### src/rtl/accel_argmax.sv
// accel_argmax: streaming arg-max over an fp32 vector using IEEE-754 total ordering.
// Accepts one word per cycle while accumulating. Each vector produces a two-beat result:
// the maximum value, then an index word {err, 0..., index}.
//
// Ports:
//   clk                 system clock, rising edge
//   rst                 synchronous active-low reset
//   INPUT_AXIS_TDATA    fp32 vector element
//   INPUT_AXIS_TLAST    final element of the vector
//   INPUT_AXIS_TVALID   upstream word valid
//   INPUT_AXIS_TREADY   block accepts a word (accumulate state only)
//   OUTPUT_AXIS_TDATA   beat 0: max value bits; beat 1: index word
//   OUTPUT_AXIS_TLAST   high on beat 1 only
//   OUTPUT_AXIS_TVALID  result beat valid
//   OUTPUT_AXIS_TREADY  downstream accepts a beat
module accel_argmax #(
   parameter int unsigned N     = 4,
   parameter int unsigned IDX_W = $clog2(N)
) (
   input  logic        clk,
   input  logic        rst,
   input  logic [31:0] INPUT_AXIS_TDATA,
   input  logic        INPUT_AXIS_TLAST,
   input  logic        INPUT_AXIS_TVALID,
   output logic        INPUT_AXIS_TREADY,
   output logic [31:0] OUTPUT_AXIS_TDATA,
   output logic        OUTPUT_AXIS_TLAST,
   output logic        OUTPUT_AXIS_TVALID,
   input  logic        OUTPUT_AXIS_TREADY
);

   typedef enum logic [1:0] {
      StAcc,
      StSendVal,
      StSendIdx
   } state_t;

   localparam logic [IDX_W-1:0] LastCnt = IDX_W'(N - 1);

   state_t           state;
   logic [IDX_W-1:0] count;
   logic [IDX_W-1:0] best_idx;
   logic [31:0]      best_key;
   logic [31:0]      best_val;
   logic             err;

   logic             in_hs;
   logic             out_hs;
   logic             take;
   logic             is_nth;
   logic             vec_end;
   logic [31:0]      in_key;
   logic [31:0]      nxt_val;
   logic [IDX_W-1:0] nxt_idx;
   logic [31:0]      idx_word;

   // Maps fp32 bits onto an unsigned key whose order matches IEEE-754 total order:
   // positives get the top bit set, negatives are inverted so larger magnitude sorts lower.
   function automatic logic [31:0] order_key(input logic [31:0] v);
      return v[31] ? ~v : {1'b1, v[30:0]};
   endfunction

   always_comb begin
      in_key   = order_key(INPUT_AXIS_TDATA);
      in_hs    = (state == StAcc) && INPUT_AXIS_TVALID && INPUT_AXIS_TREADY;
      out_hs   = OUTPUT_AXIS_TVALID && OUTPUT_AXIS_TREADY;
      // First word always loads; afterwards strictly greater only, so the first tie wins.
      take     = (count == '0) || (in_key > best_key);
      is_nth   = (count == LastCnt);
      vec_end  = INPUT_AXIS_TLAST || is_nth;
      nxt_val  = take ? INPUT_AXIS_TDATA : best_val;
      nxt_idx  = take ? count : best_idx;
      idx_word = '0;
      idx_word[IDX_W-1:0] = best_idx;
      idx_word[31]        = err;
   end

   always_ff @(posedge clk) begin
      if (!rst) begin
         state              <= StAcc;
         count              <= '0;
         best_idx           <= '0;
         best_key           <= '0;
         best_val           <= '0;
         err                <= 1'b0;
         INPUT_AXIS_TREADY  <= 1'b0;
         OUTPUT_AXIS_TDATA  <= '0;
         OUTPUT_AXIS_TLAST  <= 1'b0;
         OUTPUT_AXIS_TVALID <= 1'b0;
      end else begin
         unique case (state)
            StAcc: begin
               INPUT_AXIS_TREADY <= 1'b1;
               if (in_hs) begin
                  if (take) begin
                     best_key <= in_key;
                     best_val <= INPUT_AXIS_TDATA;
                     best_idx <= count;
                  end
                  if (vec_end) begin
                     // Length error whenever TLAST and the Nth word do not coincide.
                     err                <= (INPUT_AXIS_TLAST != is_nth);
                     count              <= '0;
                     state              <= StSendVal;
                     INPUT_AXIS_TREADY  <= 1'b0;
                     OUTPUT_AXIS_TVALID <= 1'b1;
                     OUTPUT_AXIS_TLAST  <= 1'b0;
                     OUTPUT_AXIS_TDATA  <= nxt_val;
                  end else begin
                     count <= count + IDX_W'(1);
                  end
               end
            end
            StSendVal: begin
               if (out_hs) begin
                  state             <= StSendIdx;
                  OUTPUT_AXIS_TDATA <= idx_word;
                  OUTPUT_AXIS_TLAST <= 1'b1;
               end
            end
            StSendIdx: begin
               if (out_hs) begin
                  state              <= StAcc;
                  count              <= '0;
                  err                <= 1'b0;
                  OUTPUT_AXIS_TVALID <= 1'b0;
                  OUTPUT_AXIS_TLAST  <= 1'b0;
                  OUTPUT_AXIS_TDATA  <= '0;
                  // Ready again on the very next cycle keeps vector overhead at 2 cycles.
                  INPUT_AXIS_TREADY  <= 1'b1;
               end
            end
            default: state <= StAcc;
         endcase
      end
   end

   // nxt_idx documents the load decision; best_idx is updated from count directly.
   logic unused_nxt;
   assign unused_nxt = ^nxt_idx;

endmodule

### config.mk
export PLATFORM = sky130hd
export DESIGN_NAME = accel_argmax
export DESIGN_NICKNAME = d
export VERILOG_FILES = /design/src/rtl/accel_argmax.sv
export SDC_FILE = /design/constraint.sdc
export NUM_CORES = 1
export LEC_CHECK = 0
export ABC_CLOCK_PERIOD_IN_PS = 4300
export BUFFER_PORTS_ARGS = -buffer_cell sky130_fd_sc_hd__buf_4
export CORE_MARGIN = 2
export CORE_UTILIZATION = 40
export CTS_BUF_LIST = sky130_fd_sc_hd__clkbuf_2 sky130_fd_sc_hd__clkbuf_4 sky130_fd_sc_hd__clkbuf_8
export DETAILED_ROUTE_END_ITERATION = 8
export MAX_ROUTING_LAYER = met4
export SLEW_MARGIN = 20
export SYNTH_ARGS = -nofsm -noshare
export SYNTH_HDL_FRONTEND = slang
export SYNTH_SLANG_ARGS = --single-unit
### constraint.sdc
create_clock -name clk -period 4.3 [get_ports clk]
set_input_delay 0.86 -clock clk [delete_from_list [all_inputs] [get_ports clk]]
set_output_delay 0.86 -clock clk [all_outputs]
set_load 0.1 [all_outputs]
==> reports/qor.yml, run 1 <==
die:
  ioPinCount: 72
  initial_utilization_pct: 40.4
  design.core.area_mm2: 0.0144
  die_y_um: 124
  rows: 44
  die-area_mm2: 0.0155
  die_x_um: 124
sta:
  setup_viol: 0
  tns_ns: 0
  fmax_mhz: 295
  tightest_slew_ns: 0.873
  relSlewSlack_pct: 41.8
  hold_viol_final: 0
  rsz0062_at_grt: "false"
  period_minus_slack_ns: 3.39
  skew_ns: 0.0184
  fin_crit_sh_pct: 78.8
  slew_viol_final: 0
global_routing:
  grt_pass1_vias: 4531
  grt_max_degree: 93
  grt_pass1_wl_um: 22200
  antenna_found_initial: 0
  track_usage_pct: 18.0
  overflow: 0
clock_tree:
  cts_buffer_depth: 2
  clock_sinks: 106
  cts_setup_buffers: 0
  cts-htree-levels: 3
  clkLatencyLatePin_ns: 0.40
  hold_buffers: 0
  cts_resized: 0
  cts_tree: "yes"
  clkTransAtPathRegs_ns: 0.09
  root_buffer: "clkbuf_8"
  numCtsBuffers: 9
routing:
  drt_iter0_drc: 208
  routed_wl_um: 13200
  num_vias: 4710
  drcViolationCount: 0
  wire_per_inst_um: 14.5
  viasPerCell: 5.15
  route.antenna.remaining_nets: 0
  dr.pass1.iters: 4
worst_setup_path:
  crit_arrival_ns: 3.71
  start_kind: "primary input"
  startpoint: "INPUT_AXIS_TDATA[31]"
  r2r-start: "count[0]"
  cp-end-kind: "flop"
  path_max_fanout: 35
  critical_path_class: "in2reg"
  r2r_setup_slack_ns: 1.42
  cp.required_ns: 4.62
synth:
  synth_xor_area_share_pct: 4.68
  synthMuxAreaShare_pct: 11.4
  ys_ff_latch: 106
  async_flop_share_pct: 0
  ys_seq_area_share_pct: 36.6
  synth_top_family_by_area: "simple AND/OR/NAND/NOR gates"
  ys_types: 48
  syn-mean-instance-area_um2: 8.53
  synthCells: 680
  synth_simple_gate_area_share_pct: 21.0
  syn-cell-area_mm2: 0.00580
  postSynthNetCount: 756
  ys.warnings.count: 0
  synth_ff_type: "dfxtp_1"
  synth-compound-area-share_pct: 10.7
  synth_adder_area_share_pct: 8.41
  synth_edf_count: 0
finish:
  final_nets: 801
  drive_gt1_share_pct: 14.8
  antennaDiodeCount: 0
  num-fill-cells: 1378
  area_delta_synth_final_pct: 14.2
place:
  globalplace.congestion: 0.805
  port_buffers: 71
  dp.final_hpwl_um: 9030
job:
  drv_cap: 0
status:
  status: "finished, final reports clean"
worst_hold_path:
  min_path_type: "reg2reg"
  worstHoldStart: "best_key[2]"
power:
  total_power_mw: 2.39
  powerDensity_mw_per_mm2: 360
  vdd_drop_max_mv: 0.146
  leakagePower_nw: 2.62
## through the flow
step / util (%) / instances / hold slack (ns) / setup WS (ns) / instance area (um^2)
after global routing: 46.1 / 914 / 0.477 / 0.570 / 6630
after detailed placement: 44.6 / 898 / 0.448 / 0.480 / 6410
after global placement: 44.6 / 898 / 0.442 / 0.619 / 6410
after floorplan: - / 680 / 0.431 / 0.597 / 5800
after CTS: 46.1 / 914 / 0.466 / 0.895 / 6630
final: 46.1 / 914 / 0.463 / 0.912 / 6630
## synthesized netlist by cell type, types with 3 or more instances
cell type	n	area share, %
nand2_1	196	13
mux2i_1	66	11
nor2b_1	11	1.2
a21o_1	3	0.39
a21oi_1	14	1.2
buf_2	12	1.0
xor2_1	30	4.5
nor2_1	7	0.45
and4_1	3	0.45
buf_12	4	1.4
dfxtp_1	106	37
buf_1	3	0.19
a21boi_0	4	0.52
clkbuf_1	25	1.6
o21ai_0	7	0.60
ha_1	39	8.4
o211ai_1	34	4.4
nand4_1	38	4.1
nand3_1	4	0.35
inv_1	40	2.6
## cells by family after synthesis
kind of cell,after synthesis
AO/OA/AOI/OAI,80
XOR/XNOR,31
adder cells (fa/ha/maj),39
buffers and inverters,87
flip-flops,106
multiplexers,66
AND/OR/NAND/NOR,271
## registers in the layout, summed over array words and instances (netlist names), 2 cells and up
register,count
count,2
OUTPUT_AXIS_TDATA,32
best_key,32
best_idx,2
best_val,32
state,2
## per-layer routing
metal	up-vias	GRT usage, %	share of wire [%]
met5	-	-	0
met4	0	6.08	1.5
met3	15	3.26	3.0
met2	74	29.7	49
met1	2219	22.1	47
li1	2402	-	-
## critical path: stages
cell and delay [ns]:
buf_4 0.43, xor2_1 0.17, ha_1 0.32, nand4_1 0.19
nor4_1 0.44, a21boi_2 0.31, o41ai_4 0.13, a21oi_4 0.18
buf_4 0.42, mux2i_1 0.24
## worst paths after layout
path,to,depth (start not counted)
worst min register to register,best_key[2],2
worst max-delay path,best_key[23],10
worst min-delay path,best_key[2],2
worst max register to register,OUTPUT_AXIS_TDATA[30],11
## power breakdown
group / leakage (nW) / internal (mW) / switching, mW
clock network: 0.109 / 0.325 / 0.347
registers: 0.864 / 1.05 / 0.0353
logic: 1.65 / 0.203 / 0.429
total: 2.62 / 1.58 / 0.812
## cells in the final DEF (no fill, tap or decap), types with 2 or more instances in the layout
master,instances
nor3_1,2
mux2i_1,66
nor2b_1,10
o211a_1,2
a41o_1,2
o21ai_0,7
nor4_1,2
o211ai_1,34
nand4_1,38
inv_1,40
nor2_1,6
nand3_1,4
ha_1,39
a21o_1,3
a21boi_0,4
clkbuf_8,12
xor2_1,30
buf_12,2
a21oi_1,14
o21a_1,2
and4_1,3
dfxtp_1,106
nand2_1,196
buf_4,79
## final cells by class
cell class                 count  area (um^2)  share of cell area (%)
timing repair buffer          81          633                    9.55
tap                          184          230                    3.47
inverter                      40          150                    2.27
sequential                   106         2120                    32.0
multi-input combinational    487         3270                    49.4
clock buffer                  13          173                    2.61
clock inverter                 3         46.3                   0.699
Note: power is estimated with default switching activity, not from simulation.
==> inputs of run 2 (changes only) <==
ABC_CLOCK_PERIOD_IN_PS = 3200   (was 4300)
clock period = 3.2 ns   (was 4.3 ns; I/O delays follow)
==> run 2 against run 1 <==
Die area is the same. Sequential cell count is the same. Worst hold slack worse by 0.0015 ns. Critical path depth is 1 higher. Non-clock buffer count increased by 14. First-iteration DRC count down 0.48%. Design area is 2.7% higher. Clock skew down 0.0064 ns. Sequential power is 35% higher. Clock power up 61%. Global-route usage rose by 0.49 points. Clock-buffer cell count shrank 4.
==> reports/qor.yml, run 2 (synthesis results as in run 1) <==
sta:
  relSlewSlack_pct: 51.6
  fmax_mhz: 351
  fin_crit_sh_pct: 88.9
  tightest_slew_ns: 0.727
  fin_ws_ns: 0.354
  hold_viol_final: 0
  period_minus_slack_ns: 2.85
  setup_viol: 0
  slew_viol_final: 0
  skew_ns: 0.0120
  hold_slack_ns: 0.461
  rsz0062_at_grt: "false"
worst_setup_path:
  cp-end-kind: "flop"
  path_max_fanout: 22
  rr_worst_depth: 9
  reg2reg_to: "best_key[14]"
  crit_slowest_cell: "nor4_1"
  cpPeakStageDelay_ns: 0.39
  start_kind: "primary input"
  r2r_setup_slack_ns: 0.72
  critical_path_class: "in2reg"
  path_cells: "buf_4 > buf_12 > xor2_1 > ha_1 > nand4_1 > nor4_1 > a21boi_2 > o41ai_4 > a21oi_4 > buf_4 > mux2i_1"
  cp.required_ns: 3.52
  crit_arrival_ns: 3.17
  critPathBufInv: 3
  critPathMostFrequentCell: "buf_4"
  r2r-start: "best_key[29]"
  cp_top_family: "compound AO/OA/AOI/OAI gates"
power:
  powerDensity_mw_per_mm2: 501
  total_power_mw: 3.41
  leakagePower_nw: 2.72
  vdd_drop_max_mv: 0.236
routing:
  routed_wl_um: 13200
  viasPerCell: 5.12
  wire_per_inst_um: 14.3
  dr.pass1.iters: 4
  route.antenna.remaining_nets: 0
  drcViolationCount: 0
  drt_iter0_drc: 207
  num_vias: 4747
die:
  die_y_um: 124
  rows: 44
  die_x_um: 124
  ioPinCount: 72
  die-area_mm2: 0.0155
  design.core.area_mm2: 0.0144
  initial_utilization_pct: 40.4
worst_hold_path:
  min_to: "best_key[22]"
  min_path_type: "reg2reg"
  hold_depth: 2
  worstHoldStart: "best_key[22]"
place:
  dp.final_hpwl_um: 9540
  globalplace.congestion: 0.813
  port_buffers: 71
  post-place-ws_ns: -0.0699
  dp_cells: 912
finish:
  final_common_cell: "nand2_1"
  final_nets: 815
  antennaDiodeCount: 0
  final_cell_mix: "nand2_1 (196), dfxtp_1 (106), buf_4 (91)"
  drive_gt1_share_pct: 16.4
  instances_no_fill: 928
  area_delta_synth_final_pct: 17.3
  biggestRegsByFlops: "OUTPUT_AXIS_TDATA (32), best_key (32), best_val (32)"
clock_tree:
  hold_buffers: 0
  cts-htree-levels: 3
  cts_resized: 0
  cts_setup_buffers: 0
  numCtsBuffers: 9
  clock_sinks: 106
  cts_tree: "yes"
  clkTransAtPathRegs_ns: 0.10
  clkLatencyLatePin_ns: 0.40
  root_buffer: "clkbuf_8"
  cts_buffer_depth: 2
status:
  status: "finished, final reports clean"
global_routing:
  grt_pass1_wl_um: 22900
  grt_pass1_vias: 4811
  antenna_found_initial: 0
  track_usage_pct: 18.4
  overflow: 0
  grt_max_degree: 79
job:
  drv_cap: 0
-- run 2: cell count changes in the layout (fill, tap and decap cells not counted) --
cell | before | now
clkbuf_4 | 1 | 0
clkinv_2 | 0 | 1
clkbuf_8 | 12 | 9
buf_12 | 2 | 4
buf_4 | 79 | 91
bufinv_16 | 1 | 4
-- run 2: worst max-delay path by stage --
stage | cells after the start | slack [ns] | endpoint | from
detailed placement | 11 | -0.07 | best_key[8] | INPUT_AXIS_TDATA[31]
global placement | 11 | 0.01 | best_val[7] | INPUT_AXIS_TDATA[31]
finish | 11 | 0.35 | best_key[14] | INPUT_AXIS_TDATA[31]
global route | 11 | 0.13 | best_key[13] | INPUT_AXIS_TDATA[31]
floorplan | 12 | 0.004 | best_key[26] | INPUT_AXIS_TDATA[31]
CTS | 11 | 0.36 | best_key[8] | INPUT_AXIS_TDATA[31]
-- run 2: cell type report --
cell class	count	area (um^2)
well taps	184	230
inverters	40	150
clock buffers	9	124
fillers	1407	7570
clock inverters	7	141
repair buffers	95	763
multi-input cells	487	3270
flip-flops and latches	106	2120
-- run 2: through the flow --
stage	util [%]	TNS, ns	area (um^2)
after floorplan	-	0	5810
after global placement	45.5	0	6540
after detailed placement	45.5	-0.769	6540
after CTS	47.3	0	6800
after global routing	47.3	0	6800
final	47.3	0	6800
-- run 2: per-layer routing --
metal,global-route usage [%],vias up,wire [um]
li1,-,2426,-
met1,21.9,2235,6060
met2,30.8,71,6480
met3,4.12,15,427
met4,6.48,0,280
met5,-,-,0
-- run 2: worst register-to-register path: stages (launching register included) --
cell and delay (ns):
dfxtp_1 0.35, inv_1 0.05, ha_1 0.28, nand4_1 0.13, nor4_1 0.40, a21boi_2 0.30, o41ai_4 0.13, a21oi_4 0.23
buf_4 0.33, mux2i_1 0.23
-- run 2: power by group --
part	internal [mW]	switching, mW	leakage, nW
clock network	0.598	0.480	0.129
registers	1.41	0.0486	0.864
logic	0.290	0.580	1.73
total	2.30	1.11	2.72
